File: src/rtl/multicycle_control_unit.sv
// Multicycle RISC-V style control unit: Moore FSM sequencing fetch, decode,
// memory, ALU, branch and JAL steps, with a memory-wait timeout and sticky error flags.
module multicycle_control_unit #(
  parameter int unsigned MEM_TIMEOUT   = 15,
  parameter bit          SUPPORT_OPIMM = 1'b1,
  parameter bit          SUPPORT_JAL   = 1'b1
) (
  input  logic       clk,
  input  logic       rst,
  input  logic [6:0] opcode,
  input  logic       zero,
  input  logic       mem_ready,
  output logic       pcwrite,
  output logic       irwrite,
  output logic       iord,
  output logic       regwrite,
  output logic [1:0] alusrca,
  output logic [1:0] alusrcb,
  output logic [1:0] aluop,
  output logic [2:0] immsel,
  output logic       memread,
  output logic       memwrite,
  output logic [1:0] memtoreg,
  output logic       pcsrc,
  output logic [3:0] state,
  output logic       illegal,
  output logic       bus_error
);

  typedef enum logic [3:0] {
    FETCH  = 4'd0,  DECODE = 4'd1,  MEMADR = 4'd2,  MEMRD  = 4'd3,
    MEMWB  = 4'd4,  MEMWR  = 4'd5,  EXEC_R = 4'd6,  EXEC_I = 4'd7,
    ALUWB  = 4'd8,  BRANCH = 4'd9,  JAL    = 4'd10, TRAP   = 4'd11
  } state_t;

  localparam logic [6:0] OP_LOAD   = 7'b0000011;
  localparam logic [6:0] OP_STORE  = 7'b0100011;
  localparam logic [6:0] OP_RTYPE  = 7'b0110011;
  localparam logic [6:0] OP_BRANCH = 7'b1100011;
  localparam logic [6:0] OP_OPIMM  = 7'b0010011;
  localparam logic [6:0] OP_JAL    = 7'b1101111;
  localparam logic [7:0] TIMEOUT_VAL = 8'(MEM_TIMEOUT);

  state_t     cur;
  state_t     nxt;
  state_t     eff;
  logic [7:0] wait_cnt;
  logic       waiting;
  logic       timeout;
  logic       bad_op;

  assign waiting = (cur == FETCH) || (cur == MEMRD) || (cur == MEMWR);
  assign timeout = waiting && !mem_ready && (wait_cnt == TIMEOUT_VAL);

  // next-state decode; a ready memory takes priority over the timeout
  always_comb begin
    nxt    = cur;
    bad_op = 1'b0;
    case (cur)
      FETCH:  nxt = mem_ready ? DECODE : (timeout ? TRAP : FETCH);
      DECODE: begin
        case (opcode)
          OP_LOAD, OP_STORE: nxt = MEMADR;
          OP_RTYPE:          nxt = EXEC_R;
          OP_BRANCH:         nxt = BRANCH;
          OP_OPIMM: begin
            if (SUPPORT_OPIMM) nxt = EXEC_I;
            else begin nxt = TRAP; bad_op = 1'b1; end
          end
          OP_JAL: begin
            if (SUPPORT_JAL) nxt = JAL;
            else begin nxt = TRAP; bad_op = 1'b1; end
          end
          default: begin nxt = TRAP; bad_op = 1'b1; end
        endcase
      end
      MEMADR: nxt = (opcode == OP_STORE) ? MEMWR : MEMRD;
      MEMRD:  nxt = mem_ready ? MEMWB : (timeout ? TRAP : MEMRD);
      MEMWR:  nxt = mem_ready ? FETCH : (timeout ? TRAP : MEMWR);
      EXEC_R, EXEC_I: nxt = ALUWB;
      MEMWB, ALUWB, BRANCH, JAL: nxt = FETCH;
      TRAP:   nxt = TRAP;
      default: nxt = TRAP;
    endcase
  end

  // state, wait counter and sticky error flags
  always_ff @(posedge clk) begin
    if (rst) begin
      cur       <= FETCH;
      wait_cnt  <= 8'd0;
      illegal   <= 1'b0;
      bus_error <= 1'b0;
    end else begin
      cur <= nxt;
      if (nxt != cur) wait_cnt <= 8'd0;
      else if (waiting && !mem_ready) wait_cnt <= wait_cnt + 8'd1;
      else wait_cnt <= wait_cnt;
      if (bad_op) illegal <= 1'b1;
      else illegal <= illegal;
      if (timeout) bus_error <= 1'b1;
      else bus_error <= bus_error;
    end
  end

  assign eff   = rst ? FETCH : cur;
  assign state = eff;

  // Moore control decode; only the fetch/branch write enables look at inputs
  always_comb begin
    pcwrite  = 1'b0;
    irwrite  = 1'b0;
    iord     = 1'b0;
    regwrite = 1'b0;
    alusrca  = 2'b00;
    alusrcb  = 2'b00;
    aluop    = 2'b00;
    immsel   = 3'b000;
    memread  = 1'b0;
    memwrite = 1'b0;
    memtoreg = 2'b00;
    pcsrc    = 1'b0;
    case (eff)
      FETCH: begin
        memread = 1'b1;
        alusrcb = 2'b01;
        irwrite = mem_ready && !rst;
        pcwrite = mem_ready && !rst;
      end
      DECODE: begin
        alusrca = 2'b10;
        alusrcb = 2'b10;
        immsel  = 3'b010;
      end
      MEMADR: begin
        alusrca = 2'b01;
        alusrcb = 2'b10;
        immsel  = (opcode == OP_STORE) ? 3'b001 : 3'b000;
      end
      MEMRD:  begin memread = 1'b1; iord = 1'b1; end
      MEMWB:  begin regwrite = 1'b1; memtoreg = 2'b01; end
      MEMWR:  begin memwrite = 1'b1; iord = 1'b1; end
      EXEC_R: begin alusrca = 2'b01; aluop = 2'b10; end
      EXEC_I: begin alusrca = 2'b01; alusrcb = 2'b10; aluop = 2'b10; end
      ALUWB:  regwrite = 1'b1;
      BRANCH: begin
        alusrca = 2'b01;
        aluop   = 2'b01;
        pcsrc   = 1'b1;
        pcwrite = zero;
      end
      JAL: begin
        regwrite = 1'b1;
        memtoreg = 2'b10;
        pcsrc    = 1'b1;
        pcwrite  = 1'b1;
      end
      default: pcwrite = 1'b0;
    endcase
  end

endmodule

File: config.mk
export PLATFORM = sky130hd
export DESIGN_NAME = multicycle_control_unit
export DESIGN_NICKNAME = d
export VERILOG_FILES = /design/src/rtl/multicycle_control_unit.sv
export SDC_FILE = /design/constraint.sdc
export NUM_CORES = 1
export LEC_CHECK = 0
export ABC_CLOCK_PERIOD_IN_PS = 2200
export BUFFER_PORTS_ARGS = -buffer_cell sky130_fd_sc_hd__buf_2
export CAP_MARGIN = 25
export CORE_MARGIN = 1.5
export CORE_UTILIZATION = 25
export CTS_CLUSTER_DIAMETER = 40
export DETAILED_ROUTE_END_ITERATION = 7
export PLACE_DENSITY_LB_ADDON = 0.3
export SYNTH_ARGS = -nofsm -noshare
export SYNTH_HDL_FRONTEND = slang
export SYNTH_SLANG_ARGS = --single-unit
File: constraint.sdc
create_clock -name clk -period 2.2 [get_ports clk]
set_input_delay 0 -clock clk [delete_from_list [all_inputs] [get_ports clk]]
set_output_delay 0 -clock clk [all_outputs]
set_load 0.02 [all_outputs]
## Yosys cells after proc, flatten, opt, wreduce, memory -nomap -nowiden

Cells that the tools add are included.

- Output and inout port bits: 24
- Input bits: 11
- Bits in registers: 14

- $add $sub $neg: 1
- Eq/ne operators: 28
- Reduce and logical (&&, ||, !) cells: 21
- Muxes and demuxes: 25

Operator list:

| kind | number |
|---|---|
| 4-bit by 3-bit == test with 1-bit output, second input constant | 8 |
| 4-bit 2-to-1 mux | 7 |
| 4-bit case mux with 7 select lines | 1 |
| 4-bit == test, second input constant | 6 |
| 2-bit case mux with 2 select lines | 5 |
| 4-bit case mux with 5 select lines | 1 |
| 4-bit by 2-bit == test with 1-bit output, second input constant | 4 |
| 7-bit by 6-bit == test with 1-bit output, second input constant | 2 |
| 7-bit == test, second input constant | 2 |
| 2-bit OR reduction | 7 |
| 1-bit 2-to-1 mux | 9 |
| 8-bit by 1-bit adder with 8-bit output, second input constant | 1 |
| 4-bit by 1-bit == test with 1-bit output, second input constant | 2 |
| 8-bit by 4-bit == test with 1-bit output, second input constant | 1 |
| 4-bit logical NOT | 2 |
| 4-bit OR reduction | 2 |
| 7-bit by 2-bit == test with 1-bit output, second input constant | 1 |
| 7-bit by 5-bit == test with 1-bit output, second input constant | 1 |
| 3-bit OR reduction | 2 |
| 6-bit OR reduction | 1 |
| 4-bit != test | 1 |
| 1-bit logical AND | 3 |
| 3-bit 2-to-1 mux | 1 |
| 1-bit case mux with 3 select lines | 1 |
| other kinds (2) | 4 |

## Longest topological paths before layout

Gate-level depths: netlist (run 1).

- Depth in word-level cells: 10
- Mapped depth: 7
- Mapped depth without buffers: 6

## Worst setup path before layout (run 1)

OpenSTA, ideal clock, no wires.

- Path type: reg2reg
- Start point: register cur[0]
- End point: register wait_cnt[0]
- Cell stages (with the launch flop): 7
- Buffers on the path: 1
- Data required time: 2.061 ns
- Slack: 0.355 ns
- Arrival time: 1.706 ns
- Setup time: 0.139 ns
- Clock period less this slack: 1.845 ns
- Path through: dfxtp_1 buf_6 or4_4 nor4_4 nor2_1 mux2i_4 nor4_1

- Longest elaborated chain between the ends: 10
- Elaborated cells on any way between the ends: 26
- Classes of those cells: 11 x eq/ne; 7 x mux; 8 x reduce/logical

RTL lines:

| element | RTL line | text |
|---|---|---|
| start, declared | 44 | `state_t cur;` |
| start signal, assigned | 95 | `cur <= nxt;` |
| 4-bit by 2-bit == test with 1-bit output or 4-bit logical NOT (tied branches) | 52, 59 |  |
| 1-bit logical OR (2 in a row) | 52 | `assign waiting = (cur == FETCH) \|\| (cur == MEMRD) \|\| (cur == MEMWR);` |
| 1-bit logical AND | 53, 97 |  |
| 1-bit logical AND | 53 | `assign timeout = waiting && !mem_ready && (wait_cnt == TIMEOUT_VAL);` |
| 4-bit 2-to-1 mux (on tied branches) (2 in a row) | 60, 78, 79 |  |
| 4-bit case mux with 7 select lines | 59 | `case (cur)` |
| 4-bit != test | 96 | `if (nxt != cur) wait_cnt <= 8'd0;` |
| 2-bit OR reduction (no source line) | - |  |
| end signal, assigned | 97 | `else if (waiting && !mem_ready) wait_cnt <= wait_cnt + 8'd1;` |
| end signal, assigned | 98 | `else wait_cnt <= wait_cnt;` |
| end, declared | 47 | `logic [7:0] wait_cnt;` |

Several ways; a longest one is shown, not always the timed one.
A chain may end at the register's enable or synchronous reset.

## Final worst setup path (run 1)

- Start point: register cur[0]
- End point: register wait_cnt[5]

The elaborated chain is that of the path after synthesis.

==> impl_metrics.ini, run 1 <==
[detailed_routing]
num_vias = 1634
post-route-drc-count = 0
routed_wl_mm = 4.41
vias_per_cell = 5.22
dr.pass1.iters = 4
first_iter_violations = 93
wl_per_cell_um = 14.1
ant_nets = 0

[floorplanning]
core_mm2 = 0.00557
fp.dieArea_mm2 = 0.00628
fp.dieW_um = 79.3
pin_count = 35
row_count = 27
initial_core_util_pct = 26.1
dieHeight_um = 79.3

[timing]
fin_crit_sh_pct = 90.0
rsz0062_at_grt = no
min_period_ns = 1.98
fin_setup_tns_ns = 0
fin_ws_ns = 0.221
drv_slew = 0
hold_slack_ns = 0.146
hold_violations = 0
skew_ns = 0.00424
setup_viol = 0
timing.fmax_ghz = 0.505

[worst_setup_path]
worstSetupPathType = register to register
endpoint = wait_cnt[5]
cp.required_ns = 2.31
arrival_ns = 2.09
start_kind = register
crit_path_end_kind = register
setup.worst_path.start = cur[0]
ff2ff_path_depth = 6
r2r-end = wait_cnt[5]
rrSetupSlack_ns = 0.22
crit_fanout = 12
r2r_start = cur[0]

[final_layout]
postLayoutCoreUtil_pct = 32.9
final_cells = 313
area_growth_pct = 26.2
drive_above_1_share_pct = 31.1
fin_nets = 255
fillers = 618
antenna_cells = 0

[synthesis]
ys_ff_latch = 14
synth.distinct_cells = 55
synth-edff-count = 0
synthCells = 199
yosys-top-cells-area = dfxtp_1 (19%), nor2_1 (5.7%), nor4_1 (5.2%)
yosys.area.top_type = dfxtp_1
syn-cell-area_mm2 = 0.00145
ys_async_sr_fraction_pct = 0
synth_nets = 211
synth.avg_cell_area_um2 = 7.31
synth_seq_area_share_pct = 19.3
synth_top_cell_area_share_pct = 19.3
ys_warn_count = 0
synth_ff_type = dfxtp_1

[power]
leakagePower_nw = 0.734
power.density_mw_per_mm2 = 1070
peakVddDrop_mv = 0.430

[grt]
grt_first_pass_wirelength_mm = 7.19
grt.total_usage_pct = 14.5
grt_overflow_total = 0
grt_antenna_before_repair = 0
grt_pass1_vias = 1489
grt_max_degree = 21

[place]
pre_cts_ws_ns = 0.0192
port-buffer-count = 33
dp_hpwl_mm = 3.31
gp_congestion = 0.842
post-place-cells = 310

[cts]
cts_resized = 0
cts_tree = done
cts.sinks = 14
clock-root-buffer = clkbuf_8
post_cts_buffers = 0
cts_max_path_buffers = 2
clk_pin_slew_ns = 0.06
hold_buffers = 0
cts_buffers = 3
insertion_delay_ns = 0.24
cts_htree_levels = 1

[flow_run]
maxCapViolCount = 0

[worst_hold_path]
hp-class = input pin to register

[outcome]
status = finished clean
[layer usage]
| layer | wire length, um | track usage [%] |
|---|---|---|
| met1 | 2170 | 20.2 |
| met4 | 44 | 3.33 |
| met2 | 1960 | 22.7 |
| met3 | 240 | 3.10 |
| met5 | 0 | 0 |
[through the flow]
step                total power [W]  cell area, um^2
global route                0.00212             1830
CTS                         0.00196             1830
global placement            0.00176             1790
finish                      0.00197             1830
floorplan                   0.00135             1450
detailed placement          0.00175             1790
[final cells by class]
class                           count  area [um^2]  share of cell area (%)
Multi-Input combinational cell    157         1040                    57.0
Clock buffer                        3         41.3                    2.25
Tap cell                           72         90.1                    4.91
Timing Repair Buffer               55          330                    18.0
Sequential cell                    14          283                    15.4
Inverter                           12         45.0                    2.46
[state kept, by name, summed over array words and instances (netlist names)]
| name | count |
|---|---|
| bus_error | 1 |
| illegal | 1 |
| cur | 4 |
| wait_cnt | 8 |
[cell families after synthesis]
group	after synthesis	share of synthesized area, %
buffers and inverters	28	9.12
muxes	2	2.32
other	1	0.258
adders and majority gates	1	0.860
and+or+nand+nor	98	41.7
xor gates and xnor gates	2	1.21
DFF	14	19.3
AOI/OAI and AO/OA	53	25.2
[synthesized netlist by cell type (2+ instances only)]
library cell  instances
clkbuf_1              4
dfxtp_1              14
nor4b_2               2
buf_4                 3
or4b_1                2
nand2_1               6
o21ai_1               2
a31oi_1               8
or2_1                 2
buf_2                 7
nor3_1               12
a21oi_1              12
nor2b_1               6
and3_1                4
a2111oi_1             2
nor2_1               22
nand2b_1              3
or4_4                 2
a211oi_1              3
nand3_1               5
o21a_1                3
and4_1                4
nor4_1               12
or2b_1                2
nand4_1               4
o21ai_0              13
inv_1                12
[worst min path at each step]
stage	slack, ns	startpoint	cells past startpoint	to
floorplan	0.21	rst	2	state[3]
global placement	0.39	rst	2	cur[0]
detailed placement	0.39	rst	2	bus_error
CTS	0.15	rst	2	illegal
global route	0.19	rst	2	bus_error
finish	0.15	rst	2	illegal
[critical path: stages, from the launching register on]
cell and delay (ns):
dfxtp_2 0.43, buf_4 0.17, nor4b_2 0.30, o21ai_1 0.19, o32ai_4 0.23, mux2i_4 0.42, nor4_1 0.10
[where the power goes]
part	internal, W	switching [W]
Clock	0.000121	0.0000869
Combinational	0.000585	0.000785
Sequential	0.000297	0.0000961
[placed cells by master (no fill, tap or decap), types with 5 or more instances in the layout]
master / instances
nor3_1: 12
nor2b_1: 6
a31oi_1: 8
buf_4: 22
nor4_1: 12
a21oi_1: 11
nand2_1: 6
nor2_1: 22
dfxtp_1: 12
inv_1: 12
nand3_1: 5
o21ai_0: 13
buf_2: 33
Power figures use the tool's default switching activity.
==> run 2, diff against run 1 <==
- ABC_CLOCK_PERIOD_IN_PS: 2200 -> 1900
- clock period: 2.2 -> 1.9 ns (I/O delays scaled with it)
==> run 2 against run 1 <==
Against the previous run: combinational power is 36% higher; sequential share of layout area decreased by 1.5 points; via count grew 7.1%; clock power increased by 42%; cell area up 14%; largest power group unchanged; highest routed layer unchanged.
==> impl_metrics.ini, run 2 (same netlist as run 1, synthesis figures left out) <==
[place]
pre_cts_ws_ns = -0.0625
gp_congestion = 0.849
dp_hpwl_mm = 3.60
port-buffer-count = 33
dpl-instance-area_mm2 = 0.00198

[outcome]
status = finished clean

[detailed_routing]
vias_per_cell = 5.16
post-route-drc-count = 0
wl_per_cell_um = 13.9
dr.pass1.iters = 4
routed_wl_mm = 4.72
first_iter_violations = 113
num_vias = 1750
ant_nets = 0

[worst_setup_path]
rrSetupSlack_ns = 0.04
crit_fanout = 8
setup.worst_path.start = cur[0]
start_kind = register
path_cells = or4_4 > nor4_4 > nor2_2 > mux2i_4 > nor4_1
crit_path_end_kind = register
max_stage_delay_ns = 0.58
cpMaxStageDelayCell = or4_4
worstSetupPathType = register to register
arrival_ns = 1.99
r2r-end = wait_cnt[2]
endpoint = wait_cnt[2]
ff2ff_path_depth = 5
r2r_start = cur[0]
cp.required_ns = 2.02

[cts]
clk_pin_slew_ns = 0.06
hold_buffers = 0
cts.sinks = 14
cts_max_path_buffers = 2
insertion_delay_ns = 0.25
cts_htree_levels = 1
cts_buffers = 3
cts_tree = done
clock-root-buffer = clkbuf_8

[power]
power.density_mw_per_mm2 = 1230
peakVddDrop_mv = 0.704
leakagePower_nw = 0.876

[final_layout]
largest_register = wait_cnt
ff_latch_area_um2 = 290
mostFrequentLayoutCells = buf_4 (46), buf_2 (33), nor2_1 (21), inv_1 (12), o21ai_0 (12)
reg_top3 = wait_cnt x8, cur x4
antenna_cells = 0
final_area_mm2 = 0.00209
multi_input_area_mm2 = 0.00108
fillers = 604
largest_reg_flops = 8
fin_nets = 280
drive_above_1_share_pct = 40.8
area_growth_pct = 44.0
layout_commonest_cell = buf_4

[timing]
timing.fmax_ghz = 0.536
setup_viol = 0
skew_ns = 0.00188
fin_ws_ns = 0.0359
rsz0062_at_grt = yes
fin_crit_sh_pct = 98.1
hold_violations = 0
fin_setup_tns_ns = 0
drv_slew = 0
min_period_ns = 1.86

[grt]
grt_first_pass_wirelength_mm = 7.69
grt_max_degree = 21
grt_antenna_before_repair = 0
grt_pass1_vias = 1619
grt_overflow_total = 0
grt.total_usage_pct = 15.6

[floorplanning]
initial_core_util_pct = 26.1
fp.dieW_um = 79.3
row_count = 27
pin_count = 35
dieHeight_um = 79.3
core_mm2 = 0.00557
fp.dieArea_mm2 = 0.00628

[flow_run]
maxCapViolCount = 0

[worst_hold_path]
hp-class = input pin to register
[run 2: cell count changes in the layout (fill, tap and decap cells not counted), moves of 2 or more]
cell,before,now
buf_4,22,46
dfxtp_1,12,10
dfxtp_4,0,2
a2111oi_2,0,2
a2111oi_1,2,0
[run 2: power breakdown]
part           leakage [nW]  switching, W  total [W]  internal [W]
sequential            0.116     0.0000794   0.000431      0.000352
clock                0.0288      0.000112   0.000296      0.000184
combinational         0.732      0.000977    0.00186      0.000878
[run 2: area by class of cell]
class                           count  share of cell area [%]
Inverter                           12                    2.15
Sequential cell                    14                    13.9
Tap cell                           72                    4.30
Multi-Input combinational cell    157                    51.7
Clock buffer                        4                    2.63
Timing Repair Buffer               80                    25.3
[run 2: routing by layer]
metal	share of wire [%]	global-route usage [%]
met2	43	23.6
met5	0	0
met3	6.8	4.48
met1	50	22.0
met4	0.40	2.63
[run 2: critical path, delay by kind of cell, from the launching register on]
| kind | cells | cell delay [ns] |
|---|---|---|
| simple gates | 4 | 1.12 |
| mux | 1 | 0.27 |
| flops | 1 | 0.35 |
[run 2: how the worst min path moves through the flow]
stage	slack, ns	depth (start not counted)	from	endpoint
after floorplan	0.21	2	rst	state[3]
after global placement	0.39	2	rst	cur[0]
after detailed placement	0.40	2	rst	bus_error
after CTS	0.14	2	rst	illegal
after global routing	0.18	2	rst	cur[2]
final	0.14	2	rst	illegal
[run 2: per-stage QoR]
step	utilization (%)	power [W]	std cells	hold slack (ns)
after global placement	35.5	0.00221	334	0.395
after floorplan	-	0.00156	199	0.205
final	37.6	0.00258	339	0.141
after CTS	36.8	0.00255	338	0.138
after global routing	37.6	0.00278	339	0.184
after detailed placement	35.5	0.00221	334	0.400
[run 2: what timing repair did]
| item | 4_1_cts | 5_1_grt |
|---|---|---|
| buffers inserted | 0 | 1 |
| resized for setup | 6 | 9 |
| setup endpoints to repair | 9 | 9 |
